`src/rtl/fetch_unit_pkg.sv`:
```
// Shared RV32I constants for the front end: opcodes, the canonical NOP and the default reset PC.
package fetch_unit_pkg;

  localparam logic [6:0] OPC_LOAD   = 7'b0000011;
  localparam logic [6:0] OPC_OP_IMM = 7'b0010011;
  localparam logic [6:0] OPC_STORE  = 7'b0100011;
  localparam logic [6:0] OPC_OP     = 7'b0110011;
  localparam logic [6:0] OPC_BRANCH = 7'b1100011;
  localparam logic [6:0] OPC_JALR   = 7'b1100111;
  localparam logic [6:0] OPC_JAL    = 7'b1101111;

  // addi x0, x0, 0
  localparam logic [31:0] NOP_INSTR    = {12'h000, 5'd0, 3'b000, 5'd0, OPC_OP_IMM};
  localparam logic [31:0] RESET_PC_DEF = 32'h0000_0000;

  function automatic logic [31:0] word_align(input logic [31:0] addr);
    return {addr[31:2], 2'b00};
  endfunction

endpackage

```
`src/rtl/fetch_unit_if.sv`:
```
// Instruction memory req/gnt/rvalid bus between the fetch stage and instruction memory.
interface fetch_unit_if;
  logic        imem_req;
  logic [31:0] imem_addr;
  logic        imem_gnt;
  logic        imem_rvalid;
  logic [31:0] imem_rdata;

  modport master (output imem_req, imem_addr, input imem_gnt, imem_rvalid, imem_rdata);
  modport slave  (input imem_req, imem_addr, output imem_gnt, imem_rvalid, imem_rdata);
endinterface

```
`src/rtl/fetch_unit_buffer.sv`:
```
// One-entry hold register that parks an accepted response while the IF/ID register is stalled.
module fetch_buffer (
  input  logic        clk,
  input  logic        rst_n,
  input  logic        load,
  input  logic        clear,
  input  logic [31:0] data_in,
  input  logic [31:0] pc_in,
  output logic        valid,
  output logic [31:0] data,
  output logic [31:0] pc
);

  logic        valid_q, valid_d;
  logic [31:0] data_q, data_d;
  logic [31:0] pc_q, pc_d;

  always_comb begin
    valid_d = valid_q;
    data_d  = data_q;
    pc_d    = pc_q;
    if (clear) begin
      valid_d = 1'b0;
    end else if (load) begin
      valid_d = 1'b1;
      data_d  = data_in;
      pc_d    = pc_in;
    end
  end

  always_ff @(posedge clk) begin
    if (!rst_n) begin
      valid_q <= 1'b0;
      data_q  <= '0;
      pc_q    <= '0;
    end else begin
      valid_q <= valid_d;
      data_q  <= data_d;
      pc_q    <= pc_d;
    end
  end

  assign valid = valid_q;
  assign data  = data_q;
  assign pc    = pc_q;

endmodule

```
`src/rtl/fetch_unit.sv`:
```
// RV32I fetch stage: PC, single-outstanding imem handshake and the IF/ID register.
// state | meaning
// REQ   | request pc when buffer empty and not stalled
// WAIT  | one request in flight, back-to-back request on rvalid
// FLUSH | wrong-path request in flight, its data is dropped
module fetch_unit
  import fetch_unit_pkg::*;
#(
  parameter logic [31:0] RESET_PC = RESET_PC_DEF
) (
  input  logic                clk,
  input  logic                rst_n,
  input  logic                stall,
  input  logic                redirect,
  input  logic [31:0]         redirect_pc,
  fetch_unit_if.master        imem,
  output logic                id_valid,
  output logic [31:0]         id_instruction,
  output logic [31:0]         id_pc
);

  typedef enum logic [1:0] {S_REQ, S_WAIT, S_FLUSH} state_e;

  state_e      state_q, state_d;
  logic [31:0] pc_q, pc_d;
  logic [31:0] pc_req_q, pc_req_d;
  logic        id_valid_q, id_valid_d;
  logic [31:0] id_instr_q, id_instr_d;
  logic [31:0] id_pc_q, id_pc_d;

  logic        buf_valid, buf_load, buf_clear;
  logic [31:0] buf_data, buf_pc;
  logic        can_req, accept, req;
  logic [31:0] target;

  always_comb begin
    state_d  = state_q;
    pc_d     = pc_q;
    pc_req_d = pc_req_q;
    req      = 1'b0;
    accept   = 1'b0;
    target   = word_align(redirect_pc);
    can_req  = rst_n && !stall && !buf_valid;
    case (state_q)
      S_REQ: begin
        req = can_req;
        if (redirect) begin
          pc_d = target;
          if (req && imem.imem_gnt) state_d = S_FLUSH;
        end else if (req && imem.imem_gnt) begin
          pc_req_d = pc_q;
          pc_d     = pc_q + 32'd4;
          state_d  = S_WAIT;
        end
      end
      S_WAIT: begin
        if (redirect) begin
          pc_d    = target;
          state_d = imem.imem_rvalid ? S_REQ : S_FLUSH;
        end else if (imem.imem_rvalid) begin
          accept = 1'b1;
          req    = can_req;
          if (req && imem.imem_gnt) begin
            pc_req_d = pc_q;
            pc_d     = pc_q + 32'd4;
          end else begin
            state_d = S_REQ;
          end
        end
      end
      S_FLUSH: begin
        if (redirect) pc_d = target;
        // the stale response retires the flush even if a new redirect lands with it
        if (imem.imem_rvalid) state_d = S_REQ;
      end
      default: state_d = S_REQ;
    endcase
  end

  always_comb begin
    id_valid_d = id_valid_q;
    id_instr_d = id_instr_q;
    id_pc_d    = id_pc_q;
    buf_load   = 1'b0;
    buf_clear  = 1'b0;
    if (redirect) begin
      id_valid_d = 1'b0;
      buf_clear  = 1'b1;
    end else if (stall) begin
      buf_load = accept;
    end else if (buf_valid) begin
      id_valid_d = 1'b1;
      id_instr_d = buf_data;
      id_pc_d    = buf_pc;
      buf_clear  = 1'b1;
    end else if (accept) begin
      id_valid_d = 1'b1;
      id_instr_d = imem.imem_rdata;
      id_pc_d    = pc_req_q;
    end else begin
      id_valid_d = 1'b0;
    end
  end

  always_ff @(posedge clk) begin
    if (!rst_n) begin
      state_q    <= S_REQ;
      pc_q       <= RESET_PC;
      pc_req_q   <= RESET_PC;
      id_valid_q <= 1'b0;
      id_instr_q <= NOP_INSTR;
      id_pc_q    <= RESET_PC;
    end else begin
      state_q    <= state_d;
      pc_q       <= pc_d;
      pc_req_q   <= pc_req_d;
      id_valid_q <= id_valid_d;
      id_instr_q <= id_instr_d;
      id_pc_q    <= id_pc_d;
    end
  end

  fetch_buffer u_buffer (
    .clk     (clk),
    .rst_n   (rst_n),
    .load    (buf_load),
    .clear   (buf_clear),
    .data_in (imem.imem_rdata),
    .pc_in   (pc_req_q),
    .valid   (buf_valid),
    .data    (buf_data),
    .pc      (buf_pc)
  );

  assign imem.imem_req  = req;
  assign imem.imem_addr = pc_q;
  assign id_valid       = id_valid_q;
  assign id_instruction = id_valid_q ? id_instr_q : NOP_INSTR;
  assign id_pc          = id_pc_q;

endmodule

```
`src/flat_wrapper.sv`:
```
// flat-port wrapper written by rule: the top's interface ports become plain ports
module fetch_unit_flat import fetch_unit_pkg::*;
#(
  parameter logic [31:0] RESET_PC = RESET_PC_DEF
)
  (clk, rst_n, stall, redirect, redirect_pc, id_valid, id_instruction, id_pc, imem_imem_req, imem_imem_addr, imem_imem_gnt, imem_imem_rvalid, imem_imem_rdata);
  fetch_unit_if imem_i ();
  input  logic clk;
  input  logic rst_n;
  input  logic stall;
  input  logic redirect;
  input  logic [31:0] redirect_pc;
  output logic id_valid;
  output logic [31:0] id_instruction;
  output logic [31:0] id_pc;
  output wire logic [$bits(imem_i.imem_req)-1:0] imem_imem_req;
  output wire logic [$bits(imem_i.imem_addr)-1:0] imem_imem_addr;
  input wire logic [$bits(imem_i.imem_gnt)-1:0] imem_imem_gnt;
  input wire logic [$bits(imem_i.imem_rvalid)-1:0] imem_imem_rvalid;
  input wire logic [$bits(imem_i.imem_rdata)-1:0] imem_imem_rdata;
  assign imem_imem_req = imem_i.imem_req;
  assign imem_imem_addr = imem_i.imem_addr;
  assign imem_i.imem_gnt = imem_imem_gnt;
  assign imem_i.imem_rvalid = imem_imem_rvalid;
  assign imem_i.imem_rdata = imem_imem_rdata;
  fetch_unit #(.RESET_PC(RESET_PC)) u_core (.clk(clk), .rst_n(rst_n), .stall(stall), .redirect(redirect), .redirect_pc(redirect_pc), .imem(imem_i), .id_valid(id_valid), .id_instruction(id_instruction), .id_pc(id_pc));
endmodule
```
`config.mk`:
```
export PLATFORM = sky130hd
export DESIGN_NAME = fetch_unit_flat
export DESIGN_NICKNAME = d
export VERILOG_FILES = /design/src/rtl/fetch_unit_pkg.sv /design/src/rtl/fetch_unit_if.sv /design/src/rtl/fetch_unit_buffer.sv /design/src/rtl/fetch_unit.sv /design/src/flat_wrapper.sv
export SDC_FILE = /design/constraint.sdc
export NUM_CORES = 1
export LEC_CHECK = 0
export BUFFER_PORTS_ARGS = -buffer_cell sky130_fd_sc_hd__buf_2
export CORE_UTILIZATION = 50
export CTS_CLUSTER_DIAMETER = 150
export CTS_CLUSTER_SIZE = 24
export DETAILED_ROUTE_END_ITERATION = 7
export PLACE_DENSITY = 0.85
export SYNTH_ARGS = -nofsm -noshare
export SYNTH_HDL_FRONTEND = slang
export SYNTH_SLANG_ARGS = --single-unit
```
`constraint.sdc`:
```
create_clock -name clk -period 2 [get_ports clk]
set_input_delay 0.2 -clock clk [delete_from_list [all_inputs] [get_ports clk]]
set_output_delay 0.2 -clock clk [all_outputs]
set_load 0.01 [all_outputs]
```
# Yosys cells after proc, flatten, opt, wreduce, memory -nomap -nowiden
# Cells that the tools add are included.
# W data, S select, Z words.
dict set report classes {
  add_sub_neg 1
  mul 0
  div_mod_pow 0
  order_cmp 0
  eq_ne 10
  shift 0
  muxes 38
  bitwise_logic 4
  n_reduce_logical 16
}
# operator count
set ops {}
lappend ops {{$mux W32} 14}
lappend ops {{$pmux W32 S3} 1}
lappend ops {{$pmux W32 S2} 1}
lappend ops {{$add A32 B3 Y32 const B} 1}
lappend ops {{$mux W2} 8}
lappend ops {{$mux W1} 12}
lappend ops {{$ne A2 B2 Y1 const B} 5}
lappend ops {{$reduce_and A4 Y1} 2}
lappend ops {{$ne A3 B3 Y1 const B} 2}
lappend ops {{$pmux W2 S3} 1}
lappend ops {{$reduce_and A3 Y1} 2}
lappend ops {{$not A1 Y1} 4}
lappend ops {{$reduce_bool A2 Y1} 2}
lappend ops {{$reduce_or A2 Y1} 2}
lappend ops {{$logic_and A1 B1 Y1} 3}
lappend ops {{$reduce_bool A3 Y1} 1}
lappend ops {{$eq A2 B1 Y1 const B} 1}
lappend ops {{$eq A2 B2 Y1 const B} 1}
lappend ops {{$logic_not A1 Y1} 2}
lappend ops {{$logic_not A2 Y1} 1}
lappend ops {{$ne A2 B1 Y1 const B} 1}
lappend ops {{$pmux W1 S2} 1}
lappend ops {{$reduce_and A2 Y1} 1}
dict set report word_totals {
  register_bits 196
  latch_bits 0
  ramBits 0
  rom_bits 0
  in_bits 70
  out_inout_bits 98
  elab_cells 78
  mem_count 0
}

# Longest topological paths before layout
# Gate-level depths: netlist of run 1.
dict set report logic_depth {
  depth_word 8
  ltp_mapped 8
  depth_no_buf 6
}

# Hierarchy
# A second synthesis of run 1 with hierarchy kept.
dict set report unflattened {
  cells_unflattened 1044
  area_unflattened_um2 9051.2
}
# module n_inst cells_each area_each_um2 seq_area_each_um2
set modules_own_cells {}
lappend modules_own_cells {fetch_unit 1 763 6389.9 2542.4}
lappend modules_own_cells {fetch_buffer 1 281 2661.3 1301.2}

# Least setup slack after synthesis of run 1
# OpenSTA, ideal clock, no wires.
dict set report synth_path {
  path_kind {register to register}
  start {reg u_core.pc_q[10], in the netlist u_core.imem.imem_addr[10]}
  end {reg u_core.pc_q[27], in the netlist u_core.imem.imem_addr[27]}
  setup_ns 0.122
  t_arrival_ns 1.835
  required_time_ns 1.878
  path_slack_ns 0.043
  path_stages_with_launch 8
  path_buffers 2
  path_cell_list {dfxtp_1 buf_4 nand3_2 or3_1 buf_6 nor4_4 a211oi_1 a311o_1}
}
dict set report synth_via {
  elab_chain_cells 5
  elab_cells_between_ends 6
}
# element line
set synth_rtl {}
lappend synth_rtl {{start, declared} fetch_unit.sv:25} ;# logic [31:0] pc_q, pc_d;
lappend synth_rtl {{start signal, assigned} fetch_unit.sv:115} ;# pc_q <= pc_d;
lappend synth_rtl {{$add A32 B3 Y32 *} {fetch_unit.sv:52, fetch_unit.sv:65}}
lappend synth_rtl {{$mux W32 *} {fetch_unit.sv:50, fetch_unit.sv:63}}
lappend synth_rtl {{$mux W32} fetch_unit.sv:60} ;# end else if (imem.imem_rvalid) begin
lappend synth_rtl {{$mux W32} fetch_unit.sv:57} ;# if (redirect) begin
lappend synth_rtl {{$pmux W32 S3 *} fetch_unit.sv:44} ;# case (state_q)
# Every way passes the cells marked *; elsewhere a longest branch is shown, timed or not. The select of a mux whose other input is x is not followed.
# A chain may end at the register's enable or synchronous reset.

# Final worst setup path of run 1
dict set report layout_path {
  start {reg u_core.pc_q[2], in the netlist u_core.imem.imem_addr[2]}
  end {reg u_core.pc_q[18], in the netlist u_core.imem.imem_addr[18]}
}
# The elaborated chain is that of the path after synthesis.

==> run_results.csv, run 1 <==
group,metric,value,unit
timing,fin_crit_sh,0.965,
critical_path,crit_family,"simple AND/OR/NAND/NOR gates",
route,first_pass_iters,5,
grt,grt.total_usage,0.249,
placement,place_area,9510,sq um
status,outcome,"finished, final reports clean",
critical_path,critical_path_arrival,2250,ps
finish,layout.cells.non_filler,1390,
yosys,synthDistinctLibCells,60,
critical_path,r2r_start,"u_core.imem.imem_addr[2]$_SDFFE_PN0P_",
timing,finalMaxSlewViolations,0,
floorplan,start_util,0.516,
placement,place_congestion,0.869,
route,drc_errors,0,
timing,finalHoldViolations,0,
yosys,synth_top_family_by_area,"simple AND/OR/NAND/NOR gates",
yosys,synthSimpleGateAreaFrac,0.223,
clock_tree,htreeDepth,4,
yosys,syn-instance-count,1009,
finish,area_growth,22.7,%
yosys,yosys-top-cells-area,"dfxtp_1, nand2_1, mux2i_1",
yosys,synth_compound_area_frac,0.193,
finish,nets,1232,
yosys,yosysWarnings,0,
route,vias_per_cell,5.47,
finish,seq_area,3770,sq um
clock_tree,cts.reportedPaths.clkPinSlew,70,ps
timing,tightest_slew,702,ps
grt,grt_first_pass_wirelength,33300,um
worst_hold_path,min_to,"u_core.u_buffer.data[11]$_SDFFE_PN0P_",
grt,grt_pass1_vias,6722,
yosys,syn_area,8260,sq um
floorplan,die_h,131,um
critical_path,crit_fanout,5,
floorplan,num_rows,46,
run,cap_violations,0,
floorplan,core_area,16000,sq um
critical_path,cp.depth,6,
critical_path,cp.required,2320,ps
placement,post-dp-hpwl,13900,um
clock_tree,clockRootBuffer,"clkbuf_16",
power_and_ir_drop,power.density,768,nW/um^2
power_and_ir_drop,power,0.00778,W
timing,tns,0,ps
critical_path,regToRegEndpoint,"u_core.imem.imem_addr[18]$_SDFFE_PN0P_",
clock_tree,numCtsBuffers,17,
timing,fmax,518,MHz
finish,drive_above_1_share,0.233,
finish,final_cell_area,10100,sq um
clock_tree,clock_latency,430,ps
critical_path,max_stage_delay,430,ps
clock_tree,cts_setup_buffers,0,
yosys,synthAdderAreaFrac,0.00151,
grt,grt_start_max_net_pins,64,
critical_path,start_kind,"flip-flop",
critical_path,path_cells,"ha_1 -> nand4_1 -> nor4_1 -> buf_4 -> a31oi_1 -> o221a_2",
finish,diodes,0,
yosys,synth-seq-cells,188,
yosys,synthMuxAreaShare,0.0765,
yosys,ys.flop_type,"dfxtp_1",
timing,relSlewSlack,0.532,
critical_path,reg2reg_depth,6,
critical_path,regToRegSetupSlack,70,ps
clock_tree,clock_path_buffers,2,
yosys,synthXorXnorAreaFrac,0,
timing,setup_viol,0,
floorplan,dieWidth,131,um
route,num_vias,7607,
route,wl,21100,um
clock_tree,clock_sinks,188,
yosys,synth.top_cell.area_share,0.456,
route,drt_iter0_markers,626,
floorplan,io_pins,168,
worst_hold_path,hold_start,"imem_imem_rdata[11]",
yosys,synthArstFlopShare,0,
critical_path,crit_slowest_cell,"nor4_1",
yosys,synth.largest_area_cell,"dfxtp_1",
placement,portBuffers,161,
clock_tree,cts_tree,"built",
timing,finalCriticalPeriod,1930,ps
worst_hold_path,hold_depth,3,
power_and_ir_drop,p_leak,3.74,nW
placement,dp.cells,1356,
power_and_ir_drop,ir_drop,0.659,mV
yosys,postSynthAreaPerCell,8.19,sq um
worst_hold_path,hold_path_class,"in -> reg",
timing,fin_skew,5.52,ps
yosys,synth_common_cells,"nand2_1, dfxtp_1, a21oi_1",
critical_path,worst-setup-path-type,"reg -> reg",
yosys,synth_edf_count,0,
critical_path,critPathBufInv,1,
finish,multi_input_area,4130,sq um
route,wl_per_cell,15.2,um
floorplan,dieArea,17000,sq um
yosys,ys_seq_area_frac,0.456,
timing,grt_setup_unrepaired,"false",
grt,antenna_found_initial,0,
finish,fin_util,0.633,
route,postRouteAntennaNets,0,
critical_path,end_kind,"flip-flop",
finish,num-fill-cells,1404,
yosys,synth_most_common_cell,"nand2_1",
grt,gr-total-overflow,0,
[layout make-up]
type                       instances  area share
tap                              216      0.0267
multi-input combinational        726       0.408
sequential                       188       0.372
clock buffer                      19      0.0427
clock inverter                    13      0.0141
timing repair buffer             220       0.134
inverter                           8     0.00321
[cells by family (layout without fill, tap and decap cells)]
logic type,Yosys count,after routing
simple gates,407,407
fa+ha+maj,1,1
buf+inv,98,260
compound gates,251,251
flops,188,188
other cells,1,4
mux,63,63
[worst max-delay path by stage]
stage	start	end	slack, ps
final	u_core.imem.imem_addr[2]$_SDFFE_PN0P_	u_core.imem.imem_addr[18]$_SDFFE_PN0P_	70
after global routing	u_core.imem.imem_addr[2]$_SDFFE_PN0P_	u_core.imem.imem_addr[26]$_SDFFE_PN0P_	4
after CTS	u_core.state_q[1]$_SDFFE_PN0P_	u_core.id_pc[26]$_SDFFE_PN0P_	80
after detailed placement	u_core.imem.imem_addr[9]$_SDFFE_PN0P_	u_core.imem.imem_addr[21]$_SDFFE_PN0P_	110
after global placement	u_core.imem.imem_addr[2]$_SDFFE_PN0P_	u_core.imem.imem_addr[18]$_SDFFE_PN0P_	160
after floorplan	u_core.imem.imem_addr[10]$_SDFFE_PN0P_	u_core.imem.imem_addr[27]$_SDFFE_PN0P_	40
[flip-flops by register name, summed over array words and instances (netlist names)]
| register | count |
|---|---|
| u_core.u_buffer.pc | 30 |
| u_core.state_q | 2 |
| u_core.id_instr_q | 32 |
| u_core.u_buffer.data | 32 |
| u_core.u_buffer.valid | 1 |
| u_core.pc_req_q | 30 |
| u_core.imem.imem_addr | 30 |
| u_core.id_pc | 30 |
| u_core.id_valid | 1 |
[worst reg2reg max path, stage by stage (launching register included)]
cell	delay, ps
dfxtp_1	340
ha_1	210
nand4_1	280
nor4_1	430
buf_4	190
a31oi_1	110
o221a_2	270
[per-stage QoR]
| step | worst slack (ps) | hold slack, ps |
|---|---|---|
| finish | 69.3 | 20.7 |
| CTS | 84.6 | 2.52 |
| detailed placement | 108 | 446 |
| floorplan | 43.1 | 336 |
| global route | 4.06 | 9.66 |
| global placement | 156 | 441 |
[routing by layer]
layer  vias up  global-route usage  part of all wire
li1       3822                   -                 -
met1      3454               0.334              0.45
met2       311               0.396              0.46
met3        20              0.0590             0.076
met4         0              0.0784             0.012
met5         -                   0                 0
[repair_timing]
action	CTS	global route
resized for setup	0	6
endpoints found under the hold margin	2	0
setup endpoints to repair	0	24
hold buffers	2	0
[report_power, final]
group	switching (W)	total [W]	internal, W
combinational	0.000361	0.000626	0.000265
sequential	0.0000604	0.00386	0.00380
clock	0.00144	0.00329	0.00185
[cell usage in the layout, fill, tap and decap left out, types with 3 or more instances in the layout]
cell type  instances
a31oi_1            5
dfxtp_1          187
nand2b_1           9
a21oi_1          112
buf_2            161
buf_4             48
clkbuf_16         17
nor4_1             3
nor2_2             3
nand4_1           10
or3_1              3
and2_1            29
inv_1              7
o21a_1             3
mux2i_1           62
and4_1             5
or4_1              3
nand2_1          213
clkinv_2           3
nor3_1            13
and3_1             5
nand3_1           14
a31o_2             3
clkinv_4           5
a311oi_1           4
nor2_1            80
a211oi_1          69
buf_12             8
o221a_2            4
o211ai_1           3
o21ai_0           24
conb_1             4
Power figures use the tool's default switching activity.
==> run 2: changes to the inputs <==
--- a/config.mk
+++ b/config.mk
@@ -6,6 +6,7 @@
 export NUM_CORES = 1
 export LEC_CHECK = 0
 export BUFFER_PORTS_ARGS = -buffer_cell sky130_fd_sc_hd__buf_2
+export CORE_ASPECT_RATIO = 1.4
 export CORE_UTILIZATION = 50
 export CTS_CLUSTER_DIAMETER = 150
 export CTS_CLUSTER_SIZE = 24
==> constraint.sdc (replaced) <==
create_clock -name clk -period 2 [get_ports clk]
set_input_delay 0.1 -clock clk [delete_from_list [all_inputs] [get_ports clk]]
set_output_delay 0.1 -clock clk [all_outputs]
set_load 0.01 [all_outputs]
==> run_results.csv, run 2 (synthesis results as in run 1) <==
group,metric,value,unit
clock_tree,clockRootBuffer,"clkbuf_16",
grt,grt_pass1_vias,7118,
finish,multi_input_area,4140,sq um
placement,pre_cts_slack,10.3,ps
route,top_layer_used,"met4",
finish,drive_above_1_share,0.228,
route,drc_errors,0,
route,met1_length,9210,um
placement,portBuffers,161,
critical_path,critical_path_arrival,2270,ps
finish,num-fill-cells,1299,
route,wl,22200,um
finish,layout_common_cells,"nand2_1, dfxtp_1, buf_2",
timing,setup_ws,60.0,ps
critical_path,max_stage_delay,580,ps
critical_path,crit_fanout,21,
clock_tree,numCtsBuffers,17,
timing,relSlewSlack,0.542,
timing,fin_skew,10.9,ps
finish,nets,1262,
clock_tree,clock_sinks,188,
grt,grt_first_pass_wirelength,35000,um
power_and_ir_drop,power,0.00798,W
critical_path,worst-setup-path-type,"reg -> reg",
clock_tree,clock_path_buffers,2,
route,route.met2.wl,11300,um
timing,hold_slack,16.3,ps
route,first_pass_iters,7,
clock_tree,htreeDepth,4,
floorplan,core_area,16200,sq um
route,vias_per_cell,5.61,
route,drt_iter0_markers,705,
finish,area_growth,27.6,%
floorplan,num_rows,55,
critical_path,crit_slowest_cell,"dfxtp_1",
finish,seq_area,3770,sq um
floorplan,dieWidth,111,um
finish,layout.cells.most_common,"nand2_1",
placement,post-dp-hpwl,13700,um
timing,fin_crit_sh,0.970,
timing,finalHoldViolations,0,
route,postRouteAntennaNets,0,
clock_tree,clock_latency,430,ps
clock_tree,cts.reportedPaths.clkPinSlew,80,ps
floorplan,dieArea,17000,sq um
status,outcome,"finished, final reports clean",
run,cap_violations,0,
floorplan,io_pins,168,
critical_path,end_kind,"flip-flop",
grt,antenna_found_initial,0,
worst_hold_path,hold_path_class,"in -> reg",
finish,diodes,0,
placement,place_congestion,0.894,
route,wl_met3,1040,um
critical_path,cp.required,2330,ps
timing,tightest_slew,686,ps
power_and_ir_drop,p_leak,3.91,nW
power_and_ir_drop,ir_drop,0.568,mV
grt,grt.total_usage,0.249,
grt,gr-total-overflow,0,
critical_path,path_cells,"a31oi_2 -> nor3_4 -> buf_4 -> buf_6 -> nor2_1 -> a211oi_1",
route,num_vias,7867,
floorplan,die_h,154,um
timing,setup_viol,0,
route,wl_per_cell,15.8,um
timing,finalMaxSlewViolations,0,
clock_tree,cts_tree,"built",
critical_path,start_kind,"flip-flop",
timing,fmax,515,MHz
timing,finalCriticalPeriod,1940,ps
floorplan,start_util,0.511,
grt,grt_start_max_net_pins,87,
power_and_ir_drop,power.density,757,nW/um^2
==> run 2: worst paths after layout <==
| path | slack, ps | start | end | depth (start not counted) |
|---|---|---|---|---|
| min reg2reg | 450 | u_core.u_buffer.pc[19]$_SDFFE_PN0P_ | u_core.u_buffer.pc[19]$_SDFFE_PN0P_ | 2 |
| max | 60 | u_core.state_q[0]$_SDFFE_PN0P_ | u_core.id_instr_q[16]$_SDFFE_PN0P_ | 6 |
| max reg2reg | 60 | u_core.state_q[0]$_SDFFE_PN0P_ | u_core.id_instr_q[16]$_SDFFE_PN0P_ | 6 |
| min | 20 | redirect_pc[29] | u_core.imem.imem_addr[29]$_SDFFE_PN0P_ | 3 |
==> run 2: stage by stage <==
| stage | instance area (sq um) | utilization | TNS [ps] | std cells |
|---|---|---|---|---|
| after global routing | 10500 | 0.652 | -412 | 1403 |
| after global placement | 9460 | 0.585 | 0 | 1330 |
| after detailed placement | 9460 | 0.585 | 0 | 1330 |
| after CTS | 10400 | 0.644 | 0 | 1397 |
| final | 10500 | 0.652 | 0 | 1403 |
| after floorplan | 8270 | - | 0 | 1012 |
==> run 2: layer usage <==
metal | vias to the layer above | track usage
li1 | 3892 | -
met1 | 3645 | 0.308
met2 | 281 | 0.425
met3 | 49 | 0.0402
met4 | 0 | 0.110
met5 | - | 0
==> run 2: final cells by class <==
| class | instances | area share |
|---|---|---|
| sequential | 188 | 0.357 |
| clock buffer | 17 | 0.0404 |
| tap | 199 | 0.0236 |
| clock inverter | 15 | 0.0171 |
| multi-input combinational | 726 | 0.393 |
| inverter | 8 | 0.00309 |
| timing repair buffer | 250 | 0.165 |
==> run 2: power breakdown <==
part	switching, W	leakage (nW)	internal [W]
Combinational	0.000365	2.09	0.000308
Sequential	0.0000632	1.52	0.00380
Clock	0.00155	0.297	0.00189
==> run 2: critical path, delay by kind of cell, from the launching register on <==
kind / cells / cell delay, ps
buf+inv: 2 / 390
simple gates: 2 / 400
flops: 1 / 580
compound gates: 2 / 470
==> run 2: timing repair <==
item	CTS	global route
endpoints found under the setup margin	1	65
endpoints found under the hold margin	35	0
setup buffers	0	3
hold buffers	35	0
gates cloned	0	3
gates resized for setup	1	11
pin swaps	0	3
==> run 3: changes to the inputs <==
--- a/config.mk
+++ b/config.mk
@@ -5,7 +5,7 @@
 export SDC_FILE = /design/constraint.sdc
 export NUM_CORES = 1
 export LEC_CHECK = 0
-export BUFFER_PORTS_ARGS = -buffer_cell sky130_fd_sc_hd__buf_2
+export BUFFER_PORTS_ARGS = -buffer_cell sky130_fd_sc_hd__buf_4
 export CORE_ASPECT_RATIO = 1.4
 export CORE_UTILIZATION = 50
 export CTS_CLUSTER_DIAMETER = 150
==> run_results.csv, run 3 (synthesis results as in run 1) <==
group,metric,value,unit
timing,finalMaxSlewViolations,0,
timing,relSlewSlack,0.560,
timing,finalHoldViolations,0,
clock_tree,clockRootBuffer,"clkbuf_16",
clock_tree,cts.reportedPaths.clkPinSlew,70,ps
finish,area_growth,32.8,%
worst_hold_path,hold_depth,3,
finish,diodes,0,
timing,setup_viol,0,
clock_tree,clock_latency,420,ps
timing,fmax,506,MHz
floorplan,dieWidth,111,um
timing,fin_skew,10.3,ps
grt,antenna_found_initial,0,
floorplan,die_h,154,um
power_and_ir_drop,ir_drop,0.606,mV
clock_tree,htreeDepth,4,
power_and_ir_drop,p_leak,3.98,nW
route,num_vias,7857,
grt,grt_pass1_vias,7367,
critical_path,end_kind,"flip-flop",
route,drc_errors,0,
critical_path,start_kind,"input port",
finish,nets,1268,
route,wl,22400,um
finish,layout.cells.most_common,"nand2_1",
placement,post-dp-hpwl,14100,um
clock_tree,cts_tree,"built",
grt,grt.total_usage,0.257,
clock_tree,clock_path_buffers,2,
route,drt_iter0_markers,645,
clock_tree,clock_sinks,188,
floorplan,num_rows,55,
run,cap_violations,0,
finish,layout_common_cells,"nand2_1, buf_4, dfxtp_1",
placement,place_congestion,0.915,
floorplan,dieArea,17000,sq um
route,postRouteAntennaNets,0,
finish,fin_util,0.678,
timing,finalCriticalPeriod,1980,ps
route,first_pass_iters,5,
critical_path,worst-setup-path-type,"in -> reg",
floorplan,io_pins,168,
critical_path,cp.required,2340,ps
clock_tree,numCtsBuffers,17,
floorplan,core_area,16200,sq um
timing,tns,0,ps
finish,drive_above_1_share,0.227,
floorplan,start_util,0.511,
worst_hold_path,hold_path_class,"in -> reg",
status,outcome,"finished, final reports clean",
critical_path,crit_fanout,20,
timing,fin_crit_sh,0.989,
grt,grt_first_pass_wirelength,35800,um
timing,tightest_slew,660,ps
critical_path,critical_path_arrival,2320,ps
critical_path,reg2reg_depth,5,
grt,gr-total-overflow,0,
power_and_ir_drop,power.density,736,nW/um^2
route,wl_per_cell,15.9,um
placement,portBuffers,161,
grt,grt_start_max_net_pins,63,
route,vias_per_cell,5.58,
run 3: changes by cell type in the layout (fill, tap and decap cells not counted), sizes merged:
| cell | delta |
|---|---|
| dlygate4sd3 | +2 |
| bufbuf | +1 |
| inv | -4 |
| bufinv | +1 |
| buf | +5 |
run 3: worst paths after layout:
kind | start | endpoint | slack [ps]
worst min-delay path | redirect_pc[23] | u_core.imem.imem_addr[23]$_SDFFE_PN0P_ | 30
worst max-delay path | stall | u_core.imem.imem_addr[2]$_SDFFE_PN0P_ | 20
worst max register to register | u_core.u_buffer.valid$_SDFFE_PP0P_ | u_core.imem.imem_addr[2]$_SDFFE_PN0P_ | 80
worst min register to register | u_core.u_buffer.data[14]$_SDFFE_PN0P_ | u_core.u_buffer.data[14]$_SDFFE_PN0P_ | 450
run 3: timing repair:
item,in CTS,in global routing
setup endpoints to repair,7,63
gates resized for setup,2,7
hold buffers,37,0
setup buffers,1,1
pin swaps,1,2
hold endpoints to repair,37,0
cloned,1,1
run 3: layout make-up:
type / instances / area [sq um]
multi-input combinational: 726 / 4130
clock inverter: 12 / 163
tap: 199 / 249
fill: 1285 / 5210
inverter: 8 / 32.5
sequential: 188 / 3770
timing repair buffer: 256 / 2180
clock buffer: 19 / 443
run 3: where the power goes:
group	internal (W)	switching, W	leakage (nW)
sequential	0.00380	0.0000642	1.52
clock	0.00201	0.00146	0.296
combinational	0.000368	0.000369	2.17
total	0.00618	0.00189	3.98
run 3: routing by layer:
layer,GRT usage,vias to the layer above,share of wire
met2,0.465,268,0.52
li1,-,3896,-
met3,0.0378,49,0.035
met4,0.114,0,0.032
met5,0,-,0
met1,0.297,3644,0.41
run 3: through the flow:
stage	instance area [sq um]	std cells	hold slack (ps)	total power (W)	worst slack, ps
5_1_grt	11000	1408	24.7	0.00836	-21.9
6_report	11000	1408	30.4	0.00807	21.8
2_1_floorplan	8270	1012	236	0.00427	43.1
3_3_place_gp	9890	1336	358	0.00459	111
3_5_place_dp	9890	1336	366	0.00461	-45.7
4_1_cts	10900	1406	17.3	0.00810	18.3
run 3: worst max-delay path: stages:
cell           delay, ps
dlygate4sd3_1        580
buf_4                180
nand4bb_4            270
a221o_1              470
buf_12               180
or3_1                340
a31oi_1              180
